==> config.mk <==
export PLATFORM = sky130hd
export DESIGN_NAME = instruction_loader
export DESIGN_NICKNAME = d
export VERILOG_FILES = /design/src/rtl/instruction_loader_pkg.sv /design/src/rtl/instruction_loader_byte_packer.sv /design/src/rtl/instruction_loader.sv
export SDC_FILE = /design/constraint.sdc
export NUM_CORES = 1
export LEC_CHECK = 0
export ABC_CLOCK_PERIOD_IN_PS = 3160
export CORE_MARGIN = 3
export CORE_UTILIZATION = 51
export CTS_BUF_LIST = sky130_fd_sc_hd__clkbuf_4 sky130_fd_sc_hd__clkbuf_8 sky130_fd_sc_hd__clkbuf_16
export DETAILED_ROUTE_END_ITERATION = 12
export GPL_ROUTABILITY_DRIVEN = 0
export PLACE_DENSITY = 0.79
export RECOVER_POWER = 25
export SYNTH_ARGS = -nofsm -noshare
export SYNTH_HDL_FRONTEND = slang
export SYNTH_SLANG_ARGS = --single-unit
==> constraint.sdc <==
create_clock -name i_clk -period 3.16 [get_ports i_clk]
set_clock_uncertainty 0.1 [all_clocks]
set_input_delay 0.474 -clock i_clk [delete_from_list [all_inputs] [get_ports i_clk]]
set_output_delay 0.474 -clock i_clk [all_outputs]
set_load 0.03 [all_outputs]
==> src/rtl/instruction_loader_pkg.sv <==
`default_nettype none
// ============================================================================
// Module      : instruction_loader_pkg
// Description : Shared pipeline constants for the instruction loader and the
//               debug/UART unit: byte/word widths, instruction memory address
//               width, end-of-program marker and loader state encoding.
//               The CHECK state is only reachable when LOADER_CHECKSUM_EN is
//               defined.
// Revision    : 1.0 - initial release
// ============================================================================
package instruction_loader_pkg;

    localparam int unsigned c_nb_byte   = 8;
    localparam int unsigned c_nb_data   = 32;
    localparam int unsigned c_pc_width  = 9;

    localparam logic [c_nb_data-1:0] c_halt_word = 32'hFFFF_FFFF;

    localparam logic [1:0] c_st_idle    = 2'd0;
    localparam logic [1:0] c_st_receive = 2'd1;
    localparam logic [1:0] c_st_write   = 2'd2;
    localparam logic [1:0] c_st_done    = 2'd3;

    typedef enum logic [1:0] {
        ST_IDLE    = c_st_idle,
        ST_RECEIVE = c_st_receive,
        ST_WRITE   = c_st_write,
        ST_DONE    = c_st_done
    } loader_state_t;

    // CHECK shares no encoding with the main states; it lives in a 3-bit
    // space only when the checksum feature is built.
    localparam logic [2:0] c_st_check = 3'd4;

endpackage : instruction_loader_pkg
`default_nettype wire

==> src/rtl/instruction_loader_byte_packer.sv <==
`default_nettype none
// ============================================================================
// Module      : instruction_loader_byte_packer
// Description : Packs an MSB-first byte stream into words. Keeps the lower
//               three bytes in a shift register and counts accepted bytes
//               with a 2-bit counter. o_word_ready is raised combinationally
//               on the accepted 4th byte, with o_word_next holding the full
//               word at that moment so the caller can register it.
// Ports       : i_clk, i_reset (async, active-low), i_clear (restart count),
//               i_valid / i_byte (accepted byte), o_word_next, o_word_ready
// Revision    : 1.0 - initial release
// ============================================================================
module instruction_loader_byte_packer #(
    parameter int unsigned NB_BYTE = 8,
    parameter int unsigned NB_DATA = 32
) (
    input  logic               i_clk,
    input  logic               i_reset,
    input  logic               i_clear,
    input  logic               i_valid,
    input  logic [NB_BYTE-1:0] i_byte,
    output logic [NB_DATA-1:0] o_word_next,
    output logic               o_word_ready
);

    logic [NB_DATA-NB_BYTE-1:0] r_word;
    logic [1:0]                 r_count;

    assign o_word_next  = {r_word, i_byte};
    assign o_word_ready = i_valid && !i_clear && (r_count == 2'd3);

    always_ff @(posedge i_clk or negedge i_reset) begin
        if (!i_reset) begin
            r_word  <= '0;
            r_count <= 2'd0;
        end else if (i_clear) begin
            r_word  <= '0;
            r_count <= 2'd0;
        end else if (i_valid) begin
            r_word  <= o_word_next[NB_DATA-NB_BYTE-1:0];
            r_count <= r_count + 2'd1;
        end
    end

endmodule : instruction_loader_byte_packer
`default_nettype wire

==> src/rtl/instruction_loader.sv <==
`default_nettype none
// ============================================================================
// Module      : instruction_loader
// Description : Loads a program image from the UART byte stream into the
//               instruction memory. Bytes are packed MSB first into words and
//               written at consecutive word addresses starting at 0. The CPU
//               pipeline is held disabled while loading. The load ends on the
//               halt word (which is itself written) or when the last word of
//               memory has been written (o_full).
//               Optional feature macro: LOADER_CHECKSUM_EN - after the halt
//               word one checksum byte (XOR of all received bytes) is expected;
//               a mismatch sets the sticky o_checksum_err output.
// Ports       : i_clk, i_reset (async, active-low), i_start, i_rx_data,
//               i_rx_valid, o_imem_we, o_imem_addr, o_imem_data,
//               o_cpu_enable, o_busy, o_done, o_full [, o_checksum_err]
// Revision    : 1.0 - initial release
// ============================================================================
module instruction_loader
    import instruction_loader_pkg::*;
#(
    parameter int unsigned          PC_WIDTH  = c_pc_width,
    parameter int unsigned          NB_DATA   = c_nb_data,
    parameter int unsigned          NB_BYTE   = c_nb_byte,
    parameter logic [NB_DATA-1:0]   HALT_WORD = c_halt_word
) (
    input  logic                i_clk,
    input  logic                i_reset,
    input  logic                i_start,
    input  logic [NB_BYTE-1:0]  i_rx_data,
    input  logic                i_rx_valid,
    output logic                o_imem_we,
    output logic [PC_WIDTH-1:0] o_imem_addr,
    output logic [NB_DATA-1:0]  o_imem_data,
    output logic                o_cpu_enable,
    output logic                o_busy,
    output logic                o_done,
`ifdef LOADER_CHECKSUM_EN
    output logic                o_checksum_err,
`endif
    output logic                o_full
);

    localparam logic [PC_WIDTH-1:0] c_last_addr = {{(PC_WIDTH-2){1'b1}}, 2'b00};
    localparam logic [PC_WIDTH-1:0] c_addr_step = PC_WIDTH'(4);

`ifdef LOADER_CHECKSUM_EN
    typedef enum logic [2:0] {
        S_IDLE    = {1'b0, c_st_idle},
        S_RECEIVE = {1'b0, c_st_receive},
        S_WRITE   = {1'b0, c_st_write},
        S_DONE    = {1'b0, c_st_done},
        S_CHECK   = c_st_check
    } state_t;
`else
    typedef loader_state_t state_t;
    localparam state_t S_IDLE    = ST_IDLE;
    localparam state_t S_RECEIVE = ST_RECEIVE;
    localparam state_t S_WRITE   = ST_WRITE;
    localparam state_t S_DONE    = ST_DONE;
`endif

    state_t                r_state;
    state_t                w_state_next;

    logic                  r_imem_we;
    logic [PC_WIDTH-1:0]   r_imem_addr;
    logic [NB_DATA-1:0]    r_imem_data;
    logic                  r_cpu_enable;
    logic                  r_busy;
    logic                  r_done;
    logic                  r_full;

    logic                  w_start;
    logic                  w_is_halt;
    logic                  w_is_last;
    logic                  w_continue;
    logic                  w_accept;
    logic [NB_DATA-1:0]    w_word_next;
    logic                  w_word_ready;

    // Start is only honoured when no load is in progress.
    assign w_start    = i_start && ((r_state == S_IDLE) || (r_state == S_DONE));
    assign w_is_halt  = (r_imem_data == HALT_WORD);
    assign w_is_last  = (r_imem_addr == c_last_addr);
    // A WRITE that is followed by another word; a byte landing in this cycle
    // is byte 0 of that next word.
    assign w_continue = (r_state == S_WRITE) && !w_is_halt && !w_is_last;
    assign w_accept   = i_rx_valid && ((r_state == S_RECEIVE) || w_continue);

    instruction_loader_byte_packer #(
        .NB_BYTE (NB_BYTE),
        .NB_DATA (NB_DATA)
    ) u_byte_packer (
        .i_clk        (i_clk),
        .i_reset      (i_reset),
        .i_clear      (w_start),
        .i_valid      (w_accept),
        .i_byte       (i_rx_data),
        .o_word_next  (w_word_next),
        .o_word_ready (w_word_ready)
    );

`ifdef LOADER_CHECKSUM_EN
    logic [NB_BYTE-1:0] r_xor;
    logic               r_checksum_err;
    logic               w_chk_byte;

    // The checksum byte may already arrive during the halt WRITE cycle.
    assign w_chk_byte = i_rx_valid &&
                        ((r_state == S_CHECK) || ((r_state == S_WRITE) && w_is_halt));

    always_ff @(posedge i_clk or negedge i_reset) begin
        if (!i_reset) begin
            r_xor          <= '0;
            r_checksum_err <= 1'b0;
        end else if (w_start) begin
            r_xor          <= '0;
            r_checksum_err <= 1'b0;
        end else begin
            if (w_accept) begin
                r_xor <= r_xor ^ i_rx_data;
            end
            if (w_chk_byte && (i_rx_data != r_xor)) begin
                r_checksum_err <= 1'b1;
            end
        end
    end

    assign o_checksum_err = r_checksum_err;
`endif

    always_ff @(posedge i_clk or negedge i_reset) begin
        if (!i_reset) begin
            r_state <= S_IDLE;
        end else begin
            r_state <= w_state_next;
        end
    end

    always_comb begin
        w_state_next = r_state;
        case (r_state)
            S_IDLE, S_DONE: begin
                if (w_start) begin
                    w_state_next = S_RECEIVE;
                end
            end
            S_RECEIVE: begin
                if (w_word_ready) begin
                    w_state_next = S_WRITE;
                end
            end
            S_WRITE: begin
                if (w_is_halt) begin
`ifdef LOADER_CHECKSUM_EN
                    w_state_next = i_rx_valid ? S_DONE : S_CHECK;
`else
                    w_state_next = S_DONE;
`endif
                end else if (w_is_last) begin
                    w_state_next = S_DONE;
                end else begin
                    w_state_next = S_RECEIVE;
                end
            end
`ifdef LOADER_CHECKSUM_EN
            S_CHECK: begin
                if (i_rx_valid) begin
                    w_state_next = S_DONE;
                end
            end
`endif
            default: w_state_next = S_IDLE;
        endcase
    end

    // Outputs are registered from the next state so they line up with the
    // state they describe.
    always_ff @(posedge i_clk or negedge i_reset) begin
        if (!i_reset) begin
            r_imem_we    <= 1'b0;
            r_imem_addr  <= '0;
            r_imem_data  <= '0;
            r_cpu_enable <= 1'b1;
            r_busy       <= 1'b0;
            r_done       <= 1'b0;
            r_full       <= 1'b0;
        end else begin
            r_imem_we    <= (w_state_next == S_WRITE);
            r_cpu_enable <= (w_state_next == S_IDLE) || (w_state_next == S_DONE);
            // The pipeline stays held while waiting for a checksum byte.
            r_busy       <= !((w_state_next == S_IDLE) || (w_state_next == S_DONE));

            if (w_word_ready) begin
                r_imem_data <= w_word_next;
            end

            if (w_start) begin
                r_imem_addr <= '0;
                r_done      <= 1'b0;
                r_full      <= 1'b0;
            end else begin
                if (w_continue) begin
                    r_imem_addr <= r_imem_addr + c_addr_step;
                end
                if (w_state_next == S_DONE) begin
                    r_done <= 1'b1;
                end
                if ((r_state == S_WRITE) && !w_is_halt && w_is_last) begin
                    r_full <= 1'b1;
                end
            end
        end
    end

    assign o_imem_we    = r_imem_we;
    assign o_imem_addr  = r_imem_addr;
    assign o_imem_data  = r_imem_data;
    assign o_cpu_enable = r_cpu_enable;
    assign o_busy       = r_busy;
    assign o_done       = r_done;
    assign o_full       = r_full;

endmodule : instruction_loader
`default_nettype wire

* Yosys cells after proc, flatten, opt, wreduce, memory -nomap -nowiden
Cells that the tools add are included.
Operators by class: reductions and logical operators 21, add/sub/neg operators 2, eq/ne operators 8, mux-type cells 15
Operator list (number):
- 2-to-1 mux 24 bit | 2
- equality test 32 bit, second input constant | 1
- 2-to-1 mux 9 bit | 2
- 2-to-1 mux 2 bit | 6
- equality test 2 bit, second input constant | 5
- adder 9 x 3 -> 9 bit, second input constant | 1
- equality test 9 bit, second input constant | 1
- nonzero test 2 bit | 4
- logical AND 1 bit | 7
- one-hot mux 2 bit (3 select lines) | 1
- zero test 1 bit | 4
- zero test 2 bit | 2
- 2-to-1 mux 1 bit | 4
- logical OR 1 bit | 3
- adder 2 x 1 -> 2 bit, second input constant | 1
- equality test 2 x 1 -> 1 bit, second input constant | 1
- OR reduction 2 bit | 1
Word-level totals: output and inout bits 46, bits in registers 74

* Longest topological paths before layout
word-level depth 13, depth in mapped cells 10, mapped depth without buffers 10

* By module
Synthesis repeated with hierarchy kept, for this count alone.
Unflattened totals: cell total of the unflattened synthesis 250, area, all modules 3135.5 um^2
Modules (own cells, without submodules):
- instruction_loader | area an instance 1979.4 um^2, cells an instance 155, seq. area each 1152.4 um^2, times used 1
- instruction_loader_byte_packer | area an instance 1156.1 um^2, cells an instance 95, seq. area each 650.6 um^2, times used 1

* Worst setup path before layout
Ideal clock, no wire load.
path type register to register, from register r_state[0] (netlist bit), to register r_busy, in the netlist o_busy, arrival time 2248 ps, period minus slack after synthesis 2479 ps, slack 681 ps, stages on the path, launching flop included 9, cell sequence dfrtp_1 > inv_1 > ha_1 > nand2_1 > and3_1 > o22a_1 > a211oi_1 > a2111oi_0 > ha_1
RTL lines:
- start, declared | line instruction_loader.sv:62 | state_t r_state;
- start signal, assigned | line instruction_loader.sv:136 | r_state <= w_state_next;
- end signal, assigned | line instruction_loader.sv:192 | r_busy <= !((w_state_next == S_IDLE) || (w_state_next == S_DONE));
- end, declared | line instruction_loader.sv:69 | logic r_busy;

==> impl_metrics.py <==
metrics = {
    "clock_network": {
        "cts_made_buffers": 9,
        "insertion_delay_ns": 0.34,
        "max-clock-path-buffers": 2,
        "cts_hold_buf": 0,
        "cts.htree.levels": 3,
        "cts_tree": "built",
        "cts.sinks": 72,
        "cts_root_buf": "clkbuf_8",
        "cts.clk_slew.worst_paths_ns": 0.07,
        "cts_resized": 0,
        "post_cts_buffers": 0,
    },
    "logic_synthesis": {
        "yosys.area.top_type_share": 0.588,
        "ys_warn_count": 0,
        "netlist_instances": 216,
        "yosysTopAreaCell": "dfrtp_1",
        "seq_area_frac_synth": 0.596,
        "ys_types": 36,
        "yosysMostFrequentCell": "dfrtp_1",
        "synth_area_leaders": "dfrtp_1, mux2_2, a22o_1",
        "synthesis.area_um2": 3020,
        "synth_edf_count": 0,
        "syn_area_per_cell_um2": 14.0,
        "ys_ff_latch": 72,
        "synth-main-ff-cell": "dfrtp_1",
        "synth_common_cells": "dfrtp_1, mux2_2, a22o_1",
        "ys_async_sr_fraction": 1.00,
    },
    "layout": {
        "antenna_cells": 0,
        "fillers": 416,
        "nNetsFinal": 295,
        "area_growth_pct": 25.4,
        "final_cell_area_um2": 3790,
        "drive_gt1_frac": 0.220,
    },
    "placed_design": {
        "dp_hpwl_mm": 4.27,
        "placed_area_um2": 3620,
        "portBuffers": 55,
    },
    "pwr": {
        "vdd_drop_max_mv": 0.567,
        "total_power_w": 0.00321,
        "powerDensity_nw_per_um2": 847,
        "cellLeakagePower_nw": 1.79,
    },
    "global_routing": {
        "grt_pass1_wl_mm": 10.4,
        "grt_pass1_vias": 2047,
        "overflow": 0,
        "track_usage": 0.191,
        "grt_max_degree": 41,
        "antenna_found_initial": 0,
    },
    "die": {
        "die_y_um": 83.0,
        "start_util": 0.539,
        "core-area_um2": 5610,
        "die_w_um": 83.0,
        "row_count": 27,
        "dieArea_um2": 6890,
        "io_pins": 58,
    },
    "setup_path": {
        "crit_chain": "ha_1, nand2_1, and3_1, o22a_1, a211oi_1, a2111oi_0, buf_4, ha_1",
        "timing.rr.start": "r_state[1]",
        "worst-path-buf-inv": 1,
        "rr_worst_depth": 8,
        "required_ns": 3.28,
        "crit_type": "reg2reg",
        "cp-end-kind": "register",
        "arrival_ns": 2.66,
        "crit_family": "adder cells",
        "critPathLaunchType": "register",
        "worst-path-max-fanout": 6,
        "cpPeakStageDelay_ns": 0.42,
        "r2r-end": "o_busy",
        "path_common_cell": "ha_1",
        "cp_slowest_cell": "dfrtp_1",
        "r2r_setup_slack_ns": 0.62,
    },
    "routing": {
        "vias": 2017,
        "routedWlPerCell_um": 17.6,
        "via_per_inst": 5.70,
        "drc": 0,
        "antenna_left": 0,
        "drt_iter0_drc": 163,
        "drt-total-wl_mm": 6.24,
        "drt_first_pass_iters": 4,
    },
    "min_path": {
        "hp-class": "reg2reg",
        "worstHoldEndpoint": "u_byte_packer.r_word[17]",
        "min_from": "u_byte_packer.r_word[17]",
        "holdPathStages": 1,
    },
    "timing": {
        "final-max-slew-violation-count": 34,
        "layout_min_cycle_time_ns": 2.54,
        "setup_violations": 0,
        "hold_slack_ns": 0.405,
        "worst_pin_slew_ns": 1.73,
        "tns_ns": 0,
        "timing.fmax_mhz": 394,
        "rsz0062_at_grt": "false",
        "period_share": 0.804,
        "hold_viol": 0,
        "relSlewSlack": -0.154,
    },
    "run": {
        "max_cap_viol_count": 1,
    },
    "outcome": {
        "status": "complete, but fails checks",
        "violations": "capacitance limit, slew limit",
    },
}
==> final cells by class <==
type                    instances  area (um2)  area share
clock buffers                  10         131      0.0347
clock inverters                 6        60.1      0.0158
inverters                       9        33.8     0.00891
multi-input cells             125        1090       0.288
flip-flops and latches         72        1800       0.476
well taps                      72        90.1      0.0238
repair buffers                 60         579       0.153
==> sequential cells by signal (all words and copies together) (netlist names) <==
signal	count
o_busy	1
o_cpu_enable	1
o_done	1
o_full	1
o_imem_addr	7
o_imem_data	32
o_imem_we	1
r_state	2
u_byte_packer.r_count	2
u_byte_packer.r_word	24
==> cells in the final DEF (no fill, tap or decap), types with 2 or more instances in the layout <==
cell type | Yosys | routed
a21oi_1 | 6 | 6
conb_1 | 1 | 2
nor2_1 | 10 | 10
a22o_1 | 25 | 25
nand4_1 | 8 | 8
clkinv_2 | 0 | 3
ha_1 | 6 | 6
clkinvlp_4 | 0 | 2
buf_4 | 5 | 4
nand2_1 | 3 | 3
nor4_4 | 2 | 2
mux2_2 | 33 | 33
and2_1 | 3 | 3
nand3_1 | 3 | 3
clkbuf_8 | 0 | 9
o21ai_0 | 3 | 3
inv_1 | 9 | 9
clkdlybuf4s50_1 | 0 | 54
a211oi_2 | 2 | 2
a211oi_1 | 3 | 3
dfrtp_1 | 71 | 71
==> cell families after synthesis <==
kind of cell,after synthesis,share of synthesized area
and+or+nand+nor,34,0.0703
xor gates and xnor gates,1,0.00290
DFF,72,0.596
other,1,0.00124
muxes,33,0.123
adders and majority gates,6,0.0248
buffers and inverters,20,0.0434
AOI/OAI and AO/OA,49,0.138
==> routing by layer <==
layer	wire, um	vias up	GRT usage
li1	-	927	-
met1	2750	1015	0.259
met2	3040	69	0.300
met3	370	6	0.0456
met4	82	0	0.0728
met5	0	-	0
==> worst register-to-register path: cells and delay by family, from the launching register on <==
kind / cells / cell delay [ns]
adders and majority gates: 2 / 0.60
DFF: 1 / 0.42
and+or+nand+nor: 2 / 0.52
AOI/OAI and AO/OA: 3 / 0.59
buffers and inverters: 1 / 0.20
==> stage by stage <==
step	std cells	util	setup slack, ns
floorplan	217	-	0.681
global placement	338	0.645	0.580
detailed placement	338	0.645	0.506
CTS	354	0.679	0.601
global route	354	0.676	0.260
finish	354	0.676	0.619
==> worst max path at each step <==
stage                     cells after the start        from  slack (ns)                        to
final                                         8  r_state[1]        0.62                    o_busy
after global routing                          2     i_reset        0.26  u_byte_packer.r_word[11]
after CTS                                     9  r_state[0]        0.60                    o_busy
after detailed placement                      8     i_start        0.51                    o_busy
after global placement                        8     i_start        0.58                    o_busy
after floorplan                               8  r_state[0]        0.68                    o_busy
==> power by group <==
group,switching (W),internal (W)
logic,0.000602,0.000492
clock network,0.000334,0.000369
registers,0.000219,0.00119
Power figures use the tool's default switching activity.
